==> src/rtl/mpy_pkg.sv <==
`default_nettype none
// +------------------------------------------------------------------------+
// | mpy_pkg                                                                |
// | Shared width limits and the partial-product row builder used by the    |
// | pipelined multiplier stages.                                           |
// | Ports: none (package).                                                 |
// | Revision: 1.0 - initial release                                        |
// +------------------------------------------------------------------------+
package mpy_pkg;

  localparam int MPY_W_MIN = 2;
  localparam int MPY_W_MAX = 32;
  localparam int MPY_P_MAX = 2 * MPY_W_MAX;

  // Builds one partial-product row at full 2*MPY_W_MAX width; callers keep
  // the low 2W bits, which is exact because all arithmetic is modulo 2^(2W).
  // w is the live operand width used for sign extension.
  function automatic logic [MPY_P_MAX-1:0] mpy_row(
    input logic [MPY_W_MAX-1:0] a,
    input logic                 b_bit,
    input int unsigned          k,
    input logic                 tc,
    input logic                 last,
    input int unsigned          w
  );
    logic [MPY_P_MAX-1:0] mask;
    logic [MPY_P_MAX-1:0] ext;
    logic [MPY_P_MAX-1:0] row;
    logic                 sgn;
    mask = (MPY_P_MAX'(1) << w) - MPY_P_MAX'(1);
    ext  = MPY_P_MAX'(a) & mask;
    sgn  = |(MPY_P_MAX'(a) & (MPY_P_MAX'(1) << (w - 1)));
    if (tc && sgn) begin
      ext = ext | ~mask;
    end
    row = b_bit ? (ext << k) : '0;
    // The multiplier's MSB carries weight -2^(W-1) in two's complement,
    // so its row is subtracted rather than added.
    if (tc && last) begin
      row = ~row + MPY_P_MAX'(1);
    end
    return row;
  endfunction

endpackage
`default_nettype wire

==> src/rtl/mpy_stage.sv <==
`default_nettype none
// +------------------------------------------------------------------------+
// | mpy_stage                                                              |
// | One pipeline stage: adds row K of the shift-and-add product to the     |
// | incoming accumulator and registers valid/a/b/tc/acc.                   |
// | Ports: clk, rst_n (sync, active-low), en (global hold when 0),         |
// |        valid_i/a_i/b_i/tc_i/acc_i from upstream,                       |
// |        valid_o/a_o/b_o/tc_o/acc_o registered towards downstream.       |
// | Revision: 1.0 - initial release                                        |
// +------------------------------------------------------------------------+
module mpy_stage
  import mpy_pkg::*;
#(
  parameter int W = 8,
  parameter int K = 0
) (
  input  logic           clk,
  input  logic           rst_n,
  input  logic           en,
  input  logic           valid_i,
  input  logic [W-1:0]   a_i,
  input  logic [W-1:0]   b_i,
  input  logic           tc_i,
  input  logic [2*W-1:0] acc_i,
  output logic           valid_o,
  output logic [W-1:0]   a_o,
  output logic [W-1:0]   b_o,
  output logic           tc_o,
  output logic [2*W-1:0] acc_o
);

  localparam int P = 2 * W;

  logic           valid_q;
  logic [W-1:0]   a_q;
  logic [W-1:0]   b_q;
  logic           tc_q;
  logic [P-1:0]   acc_q;
  logic [P-1:0]   row_w;
  logic [P-1:0]   acc_d;

  assign row_w = P'(mpy_row(MPY_W_MAX'(a_i), b_i[K], K, tc_i, (K == W - 1), W));

  always_comb begin
    acc_d = acc_i + row_w;
  end

  // Data registers are cleared too so the product output never shows X.
  always_ff @(posedge clk) begin
    if (!rst_n) begin
      valid_q <= 1'b0;
      a_q     <= '0;
      b_q     <= '0;
      tc_q    <= 1'b0;
      acc_q   <= '0;
    end else if (en) begin
      valid_q <= valid_i;
      a_q     <= a_i;
      b_q     <= b_i;
      tc_q    <= tc_i;
      acc_q   <= acc_d;
    end
  end

  assign valid_o = valid_q;
  assign a_o     = a_q;
  assign b_o     = b_q;
  assign tc_o    = tc_q;
  assign acc_o   = acc_q;

endmodule
`default_nettype wire

==> src/rtl/signed_mpy_pipe.sv <==
`default_nettype none
// +------------------------------------------------------------------------+
// | signed_mpy_pipe                                                        |
// | W-stage pipelined WxW multiplier, signed or unsigned per transaction,  |
// | exact 2W-bit product after W cycles, valid/ready on both sides.        |
// | Ports: clk, rst_n (sync, active-low),                                  |
// |        in_valid/in_ready/in_a/in_b/in_tc   - operand handshake,        |
// |        out_valid/out_ready/out_product/out_tc - result handshake.      |
// | Revision: 1.0 - initial release                                        |
// +------------------------------------------------------------------------+
module signed_mpy_pipe
  import mpy_pkg::*;
#(
  parameter int W = 8
) (
  input  logic           clk,
  input  logic           rst_n,
  input  logic           in_valid,
  output logic           in_ready,
  input  logic [W-1:0]   in_a,
  input  logic [W-1:0]   in_b,
  input  logic           in_tc,
  output logic           out_valid,
  input  logic           out_ready,
  output logic [2*W-1:0] out_product,
  output logic           out_tc
);

  // Index 0 is the pipeline input, index k+1 the output of stage k.
  logic                  en_w;
  logic [W:0]            valid_w;
  logic [W:0]            tc_w;
  logic [W:0][W-1:0]     a_w;
  logic [W:0][W-1:0]     b_w;
  logic [W:0][2*W-1:0]   acc_w;
  logic                  unused_w;

  // The whole pipe moves or holds as one; bubbles advance like data.
  assign en_w     = !out_valid || out_ready;
  assign in_ready = en_w;

  assign valid_w[0] = in_valid;
  assign a_w[0]     = in_a;
  assign b_w[0]     = in_b;
  assign tc_w[0]    = in_tc;
  assign acc_w[0]   = '0;

  generate
    for (genvar k = 0; k < W; k++) begin : g_stage
      mpy_stage #(
        .W (W),
        .K (k)
      ) u_stage (
        .clk     (clk),
        .rst_n   (rst_n),
        .en      (en_w),
        .valid_i (valid_w[k]),
        .a_i     (a_w[k]),
        .b_i     (b_w[k]),
        .tc_i    (tc_w[k]),
        .acc_i   (acc_w[k]),
        .valid_o (valid_w[k+1]),
        .a_o     (a_w[k+1]),
        .b_o     (b_w[k+1]),
        .tc_o    (tc_w[k+1]),
        .acc_o   (acc_w[k+1])
      );
    end
  endgenerate

  assign out_valid   = valid_w[W];
  assign out_product = acc_w[W];
  assign out_tc      = tc_w[W];

  // Operands leaving the last stage have no consumer.
  assign unused_w = ^{a_w[W], b_w[W]};

endmodule
`default_nettype wire

==> config.mk <==
export PLATFORM = sky130hd
export DESIGN_NAME = signed_mpy_pipe
export DESIGN_NICKNAME = d
export VERILOG_FILES = /design/src/rtl/mpy_pkg.sv /design/src/rtl/mpy_stage.sv /design/src/rtl/signed_mpy_pipe.sv
export SDC_FILE = /design/constraint.sdc
export NUM_CORES = 1
export LEC_CHECK = 0
export CORE_MARGIN = 4
export CORE_UTILIZATION = 50
export CTS_BUF_LIST = sky130_fd_sc_hd__clkbuf_2 sky130_fd_sc_hd__clkbuf_4 sky130_fd_sc_hd__clkbuf_8
export CTS_CLUSTER_SIZE = 20
export DETAILED_ROUTE_END_ITERATION = 10
export PLACE_DENSITY = 0.67
export SYNTH_ARGS = -nofsm -noshare
export SYNTH_HDL_FRONTEND = slang
export SYNTH_HIERARCHICAL = 1
export SYNTH_SLANG_ARGS = --single-unit
==> constraint.sdc <==
create_clock -name clk -period 3.5 [get_ports clk]
set_clock_uncertainty 0.1 [all_clocks]
set_input_delay 0.525 -clock clk [delete_from_list [all_inputs] [get_ports clk]]
set_output_delay 0.525 -clock clk [all_outputs]
set_load 0.02 [all_outputs]
==> After elaboration in Yosys (flattened, before gate mapping) <==
Index checks and enable logic that the tools add are counted.
{ "totals": {"ff_bits": 256, "in_bits": 21, "out_inout_bits": 19, "word_cells": 74} }
{ "op_classes": {"addsub": 8, "muxes": 17, "bitwise": 1, "n_reduce_logical": 10} }
{ "ops": {"columns": ["cell", "n"], "rows": [
  ["$mux 16", 10],
  ["$add 16x16->16", 7],
  ["$add 16x1->16 const B", 1],
  ["$not 16->16", 1],
  ["$mux 15", 1],
  ["$mux 14", 1],
  ["$mux 13", 1],
  ["$mux 12", 1],
  ["$mux 11", 1],
  ["$mux 10", 1],
  ["$mux 9", 1],
  ["$logic_and 1x1->1", 8],
  ["$logic_not 1->1", 1],
  ["$logic_or 1x1->1", 1]
]} }

==> Logic depth before layout (Yosys ltp) <==
Gate-level depths: netlist (run 1).
{ "logic_depth": {"ltp_word": 7, "depth_mapped": 12, "depth_no_buf": 11} }

==> Hierarchy <==
Netlist (run 1), hierarchy kept.
{ "modules_own_cells": {"columns": ["module", "instances", "cells_each", "area_each_um2", "seq_area_each_um2"], "rows": [
  ["mpy_stage (g_stage[0].u_stage)", 1, 241, 2127.0, 680.7],
  ["mpy_stage (g_stage[2].u_stage)", 1, 211, 1964.4, 680.7],
  ["mpy_stage (g_stage[1].u_stage)", 1, 206, 1881.8, 680.7],
  ["mpy_stage (g_stage[4].u_stage)", 1, 200, 1869.3, 680.7],
  ["mpy_stage (g_stage[7].u_stage)", 1, 192, 1826.8, 680.7],
  ["mpy_stage (g_stage[3].u_stage)", 1, 191, 1820.5, 680.7],
  ["mpy_stage (g_stage[5].u_stage)", 1, 192, 1775.5, 680.7],
  ["mpy_stage (g_stage[6].u_stage)", 1, 173, 1657.8, 680.7],
  ["signed_mpy_pipe", 1, 2, 10.0, 0.0]
]} }

==> Worst setup path before layout (run 1) <==
Ideal clock, no wire load.
{ "synth_timing": {"path_kind": "register to register", "from": "register g_stage[6].u_stage.a_q[3]", "to": "register g_stage[7].u_stage.acc_q[15]", "setup_ns": 0.135, "arrival_time_ns": 2.379, "required_ns": 3.265, "slack_ns": 0.886, "path_stages_with_launch": 11, "path_buffers": 0, "synth_period_minus_slack_ns": 2.614, "path_cell_list": "dfxtp_1 -> or4_1 -> o31ai_1 -> xnor2_1 -> and2_1 -> ha_1 -> a21o_1 -> a31o_2 -> a21oi_1 -> xnor2_1 -> a21oi_1"} }
{ "synth_between": {"elab_chain_len": 6} }
{ "synth_rtl": {"columns": ["item", "line_no", "rtl"], "rows": [
  ["from (decl)", "mpy_stage.sv:35", "logic [W-1:0] a_q;"],
  ["from (signal assigned)", "mpy_stage.sv:58", "a_q <= a_i;"],
  ["$mux 9 (*)", "mpy_pkg.sv:33", "if (tc && sgn) begin"],
  ["$mux 16 (*)", "mpy_pkg.sv:36", "row = b_bit ? (ext << k) : '0;"],
  ["$not 16->16", "mpy_pkg.sv:40", "row = ~row + MPY_P_MAX'(1);"],
  ["$add 16x1->16", "mpy_pkg.sv:40", null],
  ["$mux 16 (*)", "mpy_pkg.sv:39", "if (tc && last) begin"],
  ["$add 16x16->16 (*)", "mpy_stage.sv:45", "acc_d = acc_i + row_w;"],
  ["to (signal assigned)", "mpy_stage.sv:55", "acc_q <= '0;"],
  ["to (signal assigned)", "mpy_stage.sv:61", "acc_q <= acc_d;"],
  ["to (decl)", "mpy_stage.sv:38", "logic [P-1:0] acc_q;"]
]} }
Every way passes the cells marked *; elsewhere a longest branch is shown, timed or not.
A chain may end at the register's enable or synchronous reset.

==> Worst setup path after layout (run 1) <==
Same ends and word-level chain as after synthesis.

==> flow_summary_export.csv, run 1 <==
group,metric,value,unit
detailed_routing,totalWireLength,28750,um
clocking,post_cts_buffers,0,
cells_and_area,final_util,57.25,%
global_routing,grt_max_degree,88,
global_routing,grt_pass1_wl,49290,um
cells_and_area,synthToLayoutAreaGrowth,12.15,%
floorplanning,dieWidth,171.6,um
power_and_ir_drop,ir_drop,242.2,uV
clocking,clock_latency,0.54,ns
global_routing,antenna_found_initial,0,
run,maxCapViolCount,0,
clocking,ctsResizeCount,0,
global_routing,grt_pass1_vias,10298,
placement,place_area,14110,sq um
floorplanning,die_h,171.6,um
floorplanning,start_util,51.04,%
cells_and_area,n_antenna_cell,0,
critical_path,crit_arrival,3.07,ns
clocking,htree_levels,2,
sta,finalSetupViolCount,0,
sta,finalHoldViolCount,0,
clocking,path_clk_slew,0.06,ns
detailed_routing,drc,0,
power_and_ir_drop,p_per_area,396.4,nW/um^2
cells_and_area,n_fill_cell,2416,
clocking,hold_buffers,0,
critical_path,slowest_stage,"or4_1",
critical_path,crit_type,"reg -> reg",
critical_path,start_kind,"flip-flop",
detailed_routing,via_per_inst,5.577,
power_and_ir_drop,power.leakage,7.425,nW
sta,layout_setup_ws,0.7427,ns
floorplanning,core_area,26210,sq um
clocking,root_buffer,"clkbuf_8",
outcome,status,"finished clean",
synthesis,synth_area,13380,sq um
placement,dpl.hpwl,20940,um
clocking,clockBufferDepth,3,
critical_path,cp_max_fo,7,
clocking,cts_buffers,39,
sta,max_freq,0.3627,GHz
clocking,clock-sinks,228,
detailed_routing,vias,10480,
sta,tightest_slew,0.7796,ns
cells_and_area,final_common_cell,"dfxtp_1",
placement,place_congestion,0.8747,
cells_and_area,nets,1636,
placement,portBuffers,39,
synthesis,syn_avg_cell_area,9.063,sq um
worst_hold_path,hold_path_class,"reg -> reg",
critical_path,worstSetupEndpointType,"flip-flop",
detailed_routing,drtPass1Iterations,5,
detailed_routing,drt_iter0_markers,490,
cells_and_area,postLayoutCellArea,15000,sq um
critical_path,crit_family,"compound AO/OA/AOI/OAI gates",
synthesis,syn_inst,1476,
clocking,cts_tree,"done",
cells_and_area,drive_gt1_share,9.326,%
placement,post-place-ws,0.7224,ns
global_routing,grt.total_usage,19.85,%
sta,slew_viol_final,0,
detailed_routing,ant_nets,0,
sta,period_needed,2.757,ns
sta,min_period_over_period,78.78,%
critical_path,crit_buf_inv,0,
floorplanning,rows,59,
floorplanning,dieArea,29430,sq um
cells_and_area,mostFrequentLayoutCells,"dfxtp_1 (228), mux2i_1 (163), nor2_1 (121)",
global_routing,grt-ovfl-total,0,
critical_path,cpPeakStageDelay,0.55,ns
critical_path,worstPathRequired,3.82,ns
sta,max-slew-margin-rel,47.97,%
critical_path,path_cells,"or4_1 > o21ai_0 > xnor2_1 > and2_1 > ha_1 > a21o_1 > a31o_2 > a21oi_1 > xnor2_1 > a21oi_1",
sta,rsz0062_at_grt,"false",
sta,fin_tns_setup,0,ns
synthesis,yosys_warnings,6,
floorplanning,ioPinCount,40,
detailed_routing,wl_per_cell,15.30,um
-- stage by stage --
stage	total power [mW]	instances	hold WS [ns]
2_1_floorplan	3.156	1492	0.3315
3_3_place_gp	3.282	1808	0.3552
3_5_place_dp	3.292	1808	0.3607
4_1_cts	6.029	1879	0.3724
5_1_grt	6.229	1879	0.3989
6_report	5.946	1879	0.3658
-- cell type report --
type,instances,area (sq um),area share [%]
Inverter,34,127.6,0.8507
Multi-Input combinational cell,1158,8443,56.28
Clock inverter,9,126.4,0.8424
Timing Repair Buffer,53,555.5,3.703
Clock buffer,62,765.7,5.104
Sequential cell,228,4564,30.43
Tap cell,335,419.2,2.794
-- worst min-delay path, delay by kind of cell (launching register included) --
kind               cells  cell delay [ns]
and+or+nand+nor        1             0.06
AOI/OAI and AO/OA      1             0.05
DFF                    1             0.31
-- state kept, by name, indices dropped and copies added, names as in the netlist --
name	flops
g_stage.u_stage/tc_o	8
g_stage.u_stage/a_o	56
g_stage.u_stage/valid_o	8
g_stage.u_stage/b_o	28
g_stage.u_stage/acc_o	128
-- final timing paths --
kind | from | endpoint | slack [ns] | cells past startpoint
hold / removal | g_stage[1].u_stage/acc_o[13] | g_stage[1].u_stage/acc_o[13] | 0.37 | 2
setup / recovery | g_stage[6].u_stage/a_o[3] | g_stage[7].u_stage/acc_o[15] | 0.74 | 10
hold reg to reg | g_stage[1].u_stage/acc_o[13] | g_stage[1].u_stage/acc_o[13] | 0.37 | 2
setup reg to reg | g_stage[6].u_stage/a_o[3] | g_stage[7].u_stage/acc_o[15] | 0.74 | 10
-- routing by layer --
metal | up-vias | track usage (%) | wire length, um
met5 | - | 0 | 0
met4 | 0 | 6.338 | 702
met3 | 52 | 2.850 | 847
li1 | 5372 | - | -
met2 | 129 | 34.68 | 13940
met1 | 4927 | 25.28 | 13260
-- power breakdown --
part | internal, mW | switching (mW)
combinational | 0.220 | 0.273
clock | 1.62 | 1.09
sequential | 2.68 | 0.0686
total | 4.52 | 1.43
Note: power is estimated with default switching activity, not from simulation.
==> inputs of run 2 (changes only) <==
Clock period 3.5 ns to 2.85 ns, I/O delays scaled along.
==> flow_summary_export.csv, run 2 (synthesized netlist as in run 1, its figures left out) <==
group,metric,value,unit
sta,max-slew-margin-rel,51.52,%
cells_and_area,drive_gt1_share,10.23,%
clocking,hold_buffers,0,
global_routing,grt_max_degree,74,
detailed_routing,drt_iter0_markers,602,
critical_path,start_kind,"flip-flop",
critical_path,r2r_start,"g_stage[6].u_stage/a_o[0]",
sta,tightest_slew,0.7272,ns
worst_hold_path,hold_path_class,"in -> reg",
clocking,clock_latency,0.55,ns
cells_and_area,synthToLayoutAreaGrowth,12.66,%
floorplanning,rows,59,
sta,max_freq,0.3702,GHz
floorplanning,dieArea,29430,sq um
run,maxCapViolCount,0,
detailed_routing,top_layer_used,"met4",
placement,place_congestion,0.8880,
clocking,root_buffer,"clkbuf_8",
detailed_routing,vias,10452,
outcome,status,"finished clean",
critical_path,reg2reg_depth,10,
worst_hold_path,hold_path_end,"g_stage[4].u_stage/b_o[7]",
clocking,cts_buffers,40,
critical_path,r2r-end,"g_stage[7].u_stage/acc_o[15]",
cells_and_area,final_common_cell,"dfxtp_1",
global_routing,antenna_found_initial,0,
critical_path,worstPathRequired,3.16,ns
sta,period_needed,2.702,ns
critical_path,crit_type,"reg -> reg",
worst_hold_path,hold_start,"rst_n",
cells_and_area,largest_reg_flops,128,
critical_path,cp_max_fo,5,
detailed_routing,dr_wl_met2,13820,um
detailed_routing,ant_nets,0,
global_routing,grt_pass1_vias,10062,
detailed_routing,wl_met3,777,um
placement,portBuffers,39,
sta,fin_tns_setup,0,ns
clocking,post_cts_buffers,0,
detailed_routing,via_per_inst,5.533,
power_and_ir_drop,pwr-share-comb,8.6,%
floorplanning,core_area,26210,sq um
floorplanning,start_util,51.04,%
critical_path,worstSetupEndpointType,"flip-flop",
cells_and_area,nets,1648,
power_and_ir_drop,switching_share,24.74,%
power_and_ir_drop,internal_power,5.383,mW
critical_path,cp-startpoint,"g_stage[6].u_stage/a_o[0]",
power_and_ir_drop,ir_drop,436.6,uV
global_routing,grt-ovfl-total,0,
critical_path,r2r_setup_slack,0.15,ns
clocking,path_clk_slew,0.06,ns
floorplanning,dieWidth,171.6,um
cells_and_area,mostFrequentLayoutCells,"dfxtp_1 (228), mux2i_1 (163), nor2_1 (121)",
detailed_routing,drtPass1Iterations,5,
global_routing,grt_pass1_wl,49690,um
critical_path,crit_arrival,3.01,ns
detailed_routing,wl_per_cell,15.34,um
power_and_ir_drop,p_seq_share,47.3,%
global_routing,grt.total_usage,20.00,%
placement,dpl.hpwl,21210,um
clocking,htree_levels,2,
detailed_routing,totalWireLength,28980,um
cells_and_area,n_antenna_cell,0,
clocking,clockBufferDepth,3,
detailed_routing,drt-met1-wl,13830,um
sta,layout_setup_ws,0.1485,ns
sta,finalSetupViolCount,0,
floorplanning,die_h,171.6,um
placement,post-place-ws,0.1233,ns
floorplanning,ioPinCount,40,
sta,rsz0062_at_grt,"false",
clocking,ctsResizeCount,0,
power_and_ir_drop,p_per_area,474.6,nW/um^2
clocking,clock-sinks,228,
detailed_routing,drc,0,
sta,min_period_over_period,94.79,%
power_and_ir_drop,p_clk_share,44.2,%
sta,finalHoldViolCount,0,
power_and_ir_drop,power.switching,1.769,mW
clocking,cts_tree,"done",
power_and_ir_drop,power.leakage,7.442,nW
sta,slew_viol_final,0,
worst_hold_path,whs_path_depth,2,
run 2: cell types whose count changed in the layout (fill, tap and decap cells not counted), sizes merged:
cell    delta
buf       +11
bufinv     -2
clkbuf     -2
clkinv     +2
inv        +1
run 2: how the worst max path moves through the flow:
stage	endpoint	cells past startpoint
CTS	g_stage[7].u_stage/acc_o[15]	10
finish	g_stage[7].u_stage/acc_o[15]	10
detailed placement	g_stage[7].u_stage/acc_o[15]	10
global route	g_stage[1].u_stage/acc_o[9]	8
global placement	g_stage[7].u_stage/acc_o[15]	10
floorplan	g_stage[7].u_stage/acc_o[15]	10
run 2: stage by stage:
step                      hold WS, ns  cell area, sq um  total power [mW]  instances  util (%)
final                          0.2219             15070             7.153       1889     57.51
after global routing           0.1961             15070             7.506       1889     57.51
after CTS                      0.1890             15040             7.237       1889     57.40
after detailed placement       0.3602             14190             4.050       1819     54.16
after global placement         0.3584             14190             4.041       1819     54.16
after floorplan                0.3315             13440             3.875       1492         -
run 2: power groups by stage:
stage               Combinational [mW]  Sequential (mW)  Clock, mW
floorplan                        0.464             3.41          0
global placement                 0.589             3.45          0
detailed placement               0.598             3.45          0
CTS                              0.602             3.38       3.25
global route                     0.689             3.39       3.42
finish                           0.612             3.38       3.16
run 2: metal layers:
metal,track usage (%),vias to the layer above
li1,-,5381
met1,26.52,4893
met2,33.96,135
met3,2.942,43
met4,5.718,0
met5,0,-
run 2: worst max-delay path, stage by stage (launching register included):
cell     delay (ns)
dfxtp_1        0.34
or4_4          0.54
o31ai_2        0.25
xnor2_1        0.14
and2_1         0.18
ha_4           0.22
a21o_1         0.18
a31o_2         0.20
a21oi_1        0.14
xnor2_1        0.16
a21oi_1        0.11
run 2: cell type report:
class | count | area [sq um]
Timing Repair Buffer | 64 | 638.1
Multi-Input combinational cell | 1158 | 8471
Clock inverter | 10 | 87.58
Sequential cell | 228 | 4564
Fill cell | 2318 | 11140
Clock buffer | 60 | 763.2
Tap cell | 335 | 419.2
Inverter | 34 | 127.6
==> inputs of run 3 (changes only) <==
Settings changed: CORE_UTILIZATION 50 to 62, GPL_TIMING_DRIVEN from default to 0, PLACE_DENSITY 0.67 to 0.8.
==> flow_summary_export.csv, run 3 (synthesized netlist as in run 1, its figures left out) <==
group,metric,value,unit
sta,slew_viol_final,0,
sta,tightest_slew,0.8438,ns
floorplanning,ioPinCount,40,
power_and_ir_drop,p_total,7.177,mW
worst_hold_path,hold_path_class,"reg -> reg",
sta,layout_setup_ws,0.08621,ns
clocking,clock-sinks,228,
cells_and_area,final_cells,1871,
detailed_routing,dr_wl_met2,15330,um
power_and_ir_drop,ir_drop,464.0,uV
critical_path,r2r_setup_slack,0.09,ns
placement,post-place-ws,-0.3705,ns
clocking,cts_tree,"done",
cells_and_area,postLayoutCellArea,15040,sq um
sta,finalSetupViolCount,0,
detailed_routing,drt_iter0_markers,528,
critical_path,crit_arrival,3.06,ns
cells_and_area,final_common_cell,"dfxtp_1",
detailed_routing,wl_per_cell,16.67,um
critical_path,cp_max_fo,5,
power_and_ir_drop,p_per_area,477.2,nW/um^2
detailed_routing,drt-met1-wl,13900,um
critical_path,crit_path_end,"g_stage[7].u_stage/acc_o[14]",
critical_path,reg2reg_depth,9,
critical_path,r2r-end,"g_stage[7].u_stage/acc_o[14]",
placement,place_area,14170,sq um
critical_path,path_depth,9,
critical_path,crit_type,"reg -> reg",
sta,max-slew-margin-rel,43.74,%
detailed_routing,wl_met3,1090,um
detailed_routing,vias,10986,
clocking,hold_buffers,0,
critical_path,start_kind,"flip-flop",
floorplanning,rows,53,
critical_path,worstPathRequired,3.14,ns
critical_path,path_cells,"or4_4 > o21ai_1 > xnor2_1 > and2_1 > ha_2 > or3_1 > o221a_2 > o2111ai_1 > o311ai_0",
cells_and_area,mostFrequentLayoutCells,"dfxtp_1 (227), mux2i_1 (163), nor2_1 (121)",
floorplanning,dieArea,23990,sq um
detailed_routing,top_layer_used,"met4",
global_routing,grt-ovfl-total,0,
critical_path,cp-startpoint,"g_stage[6].u_stage/a_o[3]",
floorplanning,dieWidth,154.9,um
cells_and_area,largest_reg_flops,128,
critical_path,cpPeakStageDelay,0.57,ns
sta,period_needed,2.764,ns
clocking,path_clk_slew,0.06,ns
floorplanning,core_area,21150,sq um
worst_hold_path,hold_start,"g_stage[1].u_stage/acc_o[13]",
critical_path,worstSetupEndpointType,"flip-flop",
clocking,root_buffer,"clkbuf_8",
placement,place_congestion,0.9043,
clocking,clock_latency,0.53,ns
placement,dpl.hpwl,23010,um
run,maxCapViolCount,0,
sta,max_freq,0.3618,GHz
clocking,cts_buffers,40,
floorplanning,die_h,154.9,um
floorplanning,start_util,63.23,%
detailed_routing,drc,0,
cells_and_area,n_antenna_cell,0,
detailed_routing,via_per_inst,5.872,
critical_path,slowest_stage,"or4_4",
placement,portBuffers,39,
sta,min_period_over_period,96.98,%
critical_path,crit_buf_inv,0,
global_routing,grt.total_usage,25.84,%
cells_and_area,nets,1694,
global_routing,grt_pass1_wl,52250,um
detailed_routing,drtPass1Iterations,4,
cells_and_area,final_util,71.09,%
global_routing,grt_pass1_vias,10827,
cells_and_area,synthToLayoutAreaGrowth,12.43,%
detailed_routing,ant_nets,0,
detailed_routing,totalWireLength,31180,um
critical_path,crit_family,"simple AND/OR/NAND/NOR gates",
power_and_ir_drop,power.leakage,7.411,nW
placement,post-place-cells,1806,
outcome,status,"finished clean",
global_routing,antenna_found_initial,0,
cells_and_area,drive_gt1_share,9.900,%
critical_path,r2r_start,"g_stage[6].u_stage/a_o[3]",
sta,finalHoldViolCount,0,
clocking,htree_levels,2,
clocking,post_cts_buffers,0,
global_routing,grt_max_degree,30,
clocking,clockBufferDepth,3,
-- run 3: cell count changes in the layout (fill, tap and decap cells not counted), moves of 2 or more --
cell      before  now
clkbuf_1       0   42
clkbuf_4      10    8
clkbuf_8      50   53
buf_4         21    0
clkbuf_2       0    3
clkinv_2       6    2
buf_12         5    0
buf_2          0   24
buf_1          0    2
-- run 3: timing repair --
action / in CTS / in global routing
setup endpoints to repair: 5 / 5
pin swaps: 0 / 1
gates resized for setup: 2 / 8
-- run 3: worst min path at each step --
stage               cells past startpoint                           end  slack, ns
global placement                        2  g_stage[3].u_stage/acc_o[12]       0.35
finish                                  2  g_stage[1].u_stage/acc_o[13]       0.37
floorplan                               2  g_stage[1].u_stage/acc_o[11]       0.33
global route                            2  g_stage[1].u_stage/acc_o[13]       0.39
CTS                                     2  g_stage[6].u_stage/acc_o[13]       0.37
detailed placement                      2   g_stage[1].u_stage/acc_o[9]       0.36
-- run 3: per-stage QoR --
stage	setup TNS, ns	hold slack (ns)
global placement	-30.60	0.3506
CTS	0	0.3686
detailed placement	-8.405	0.3601
floorplan	0	0.3315
global route	-0.007361	0.3942
finish	0	0.3671
-- run 3: area by class of cell --
class                      instances  area [sq um]
sequential                       228          4566
tap                              275         344.1
clock inverter                     5         55.05
fill                            1698          6115
inverter                          34         127.6
multi-input combinational       1158          8466
clock buffer                      61         789.5
buffer                            71         306.5
timing repair buffer              39         385.4
-- run 3: worst min-delay path, delay by kind of cell, from the launching register on --
family	cells	cell delay, ns
DFF	1	0.32
and+or+nand+nor	1	0.05
AOI/OAI and AO/OA	1	0.05
-- run 3: metal layers --
| metal | up-vias | track usage, % |
|---|---|---|
| li1 | 5469 | - |
| met1 | 5217 | 32.55 |
| met2 | 239 | 45.29 |
| met3 | 61 | 3.644 |
| met4 | 0 | 9.041 |
| met5 | - | 0 |
-- run 3: report_power, final --
part / total [mW] / leakage, nW / switching, mW / internal [mW]
Combinational: 0.627 / 5.11 / 0.354 / 0.272
Clock: 3.17 / 0.440 / 1.32 / 1.84
Sequential: 3.38 / 1.86 / 0.0880 / 3.29
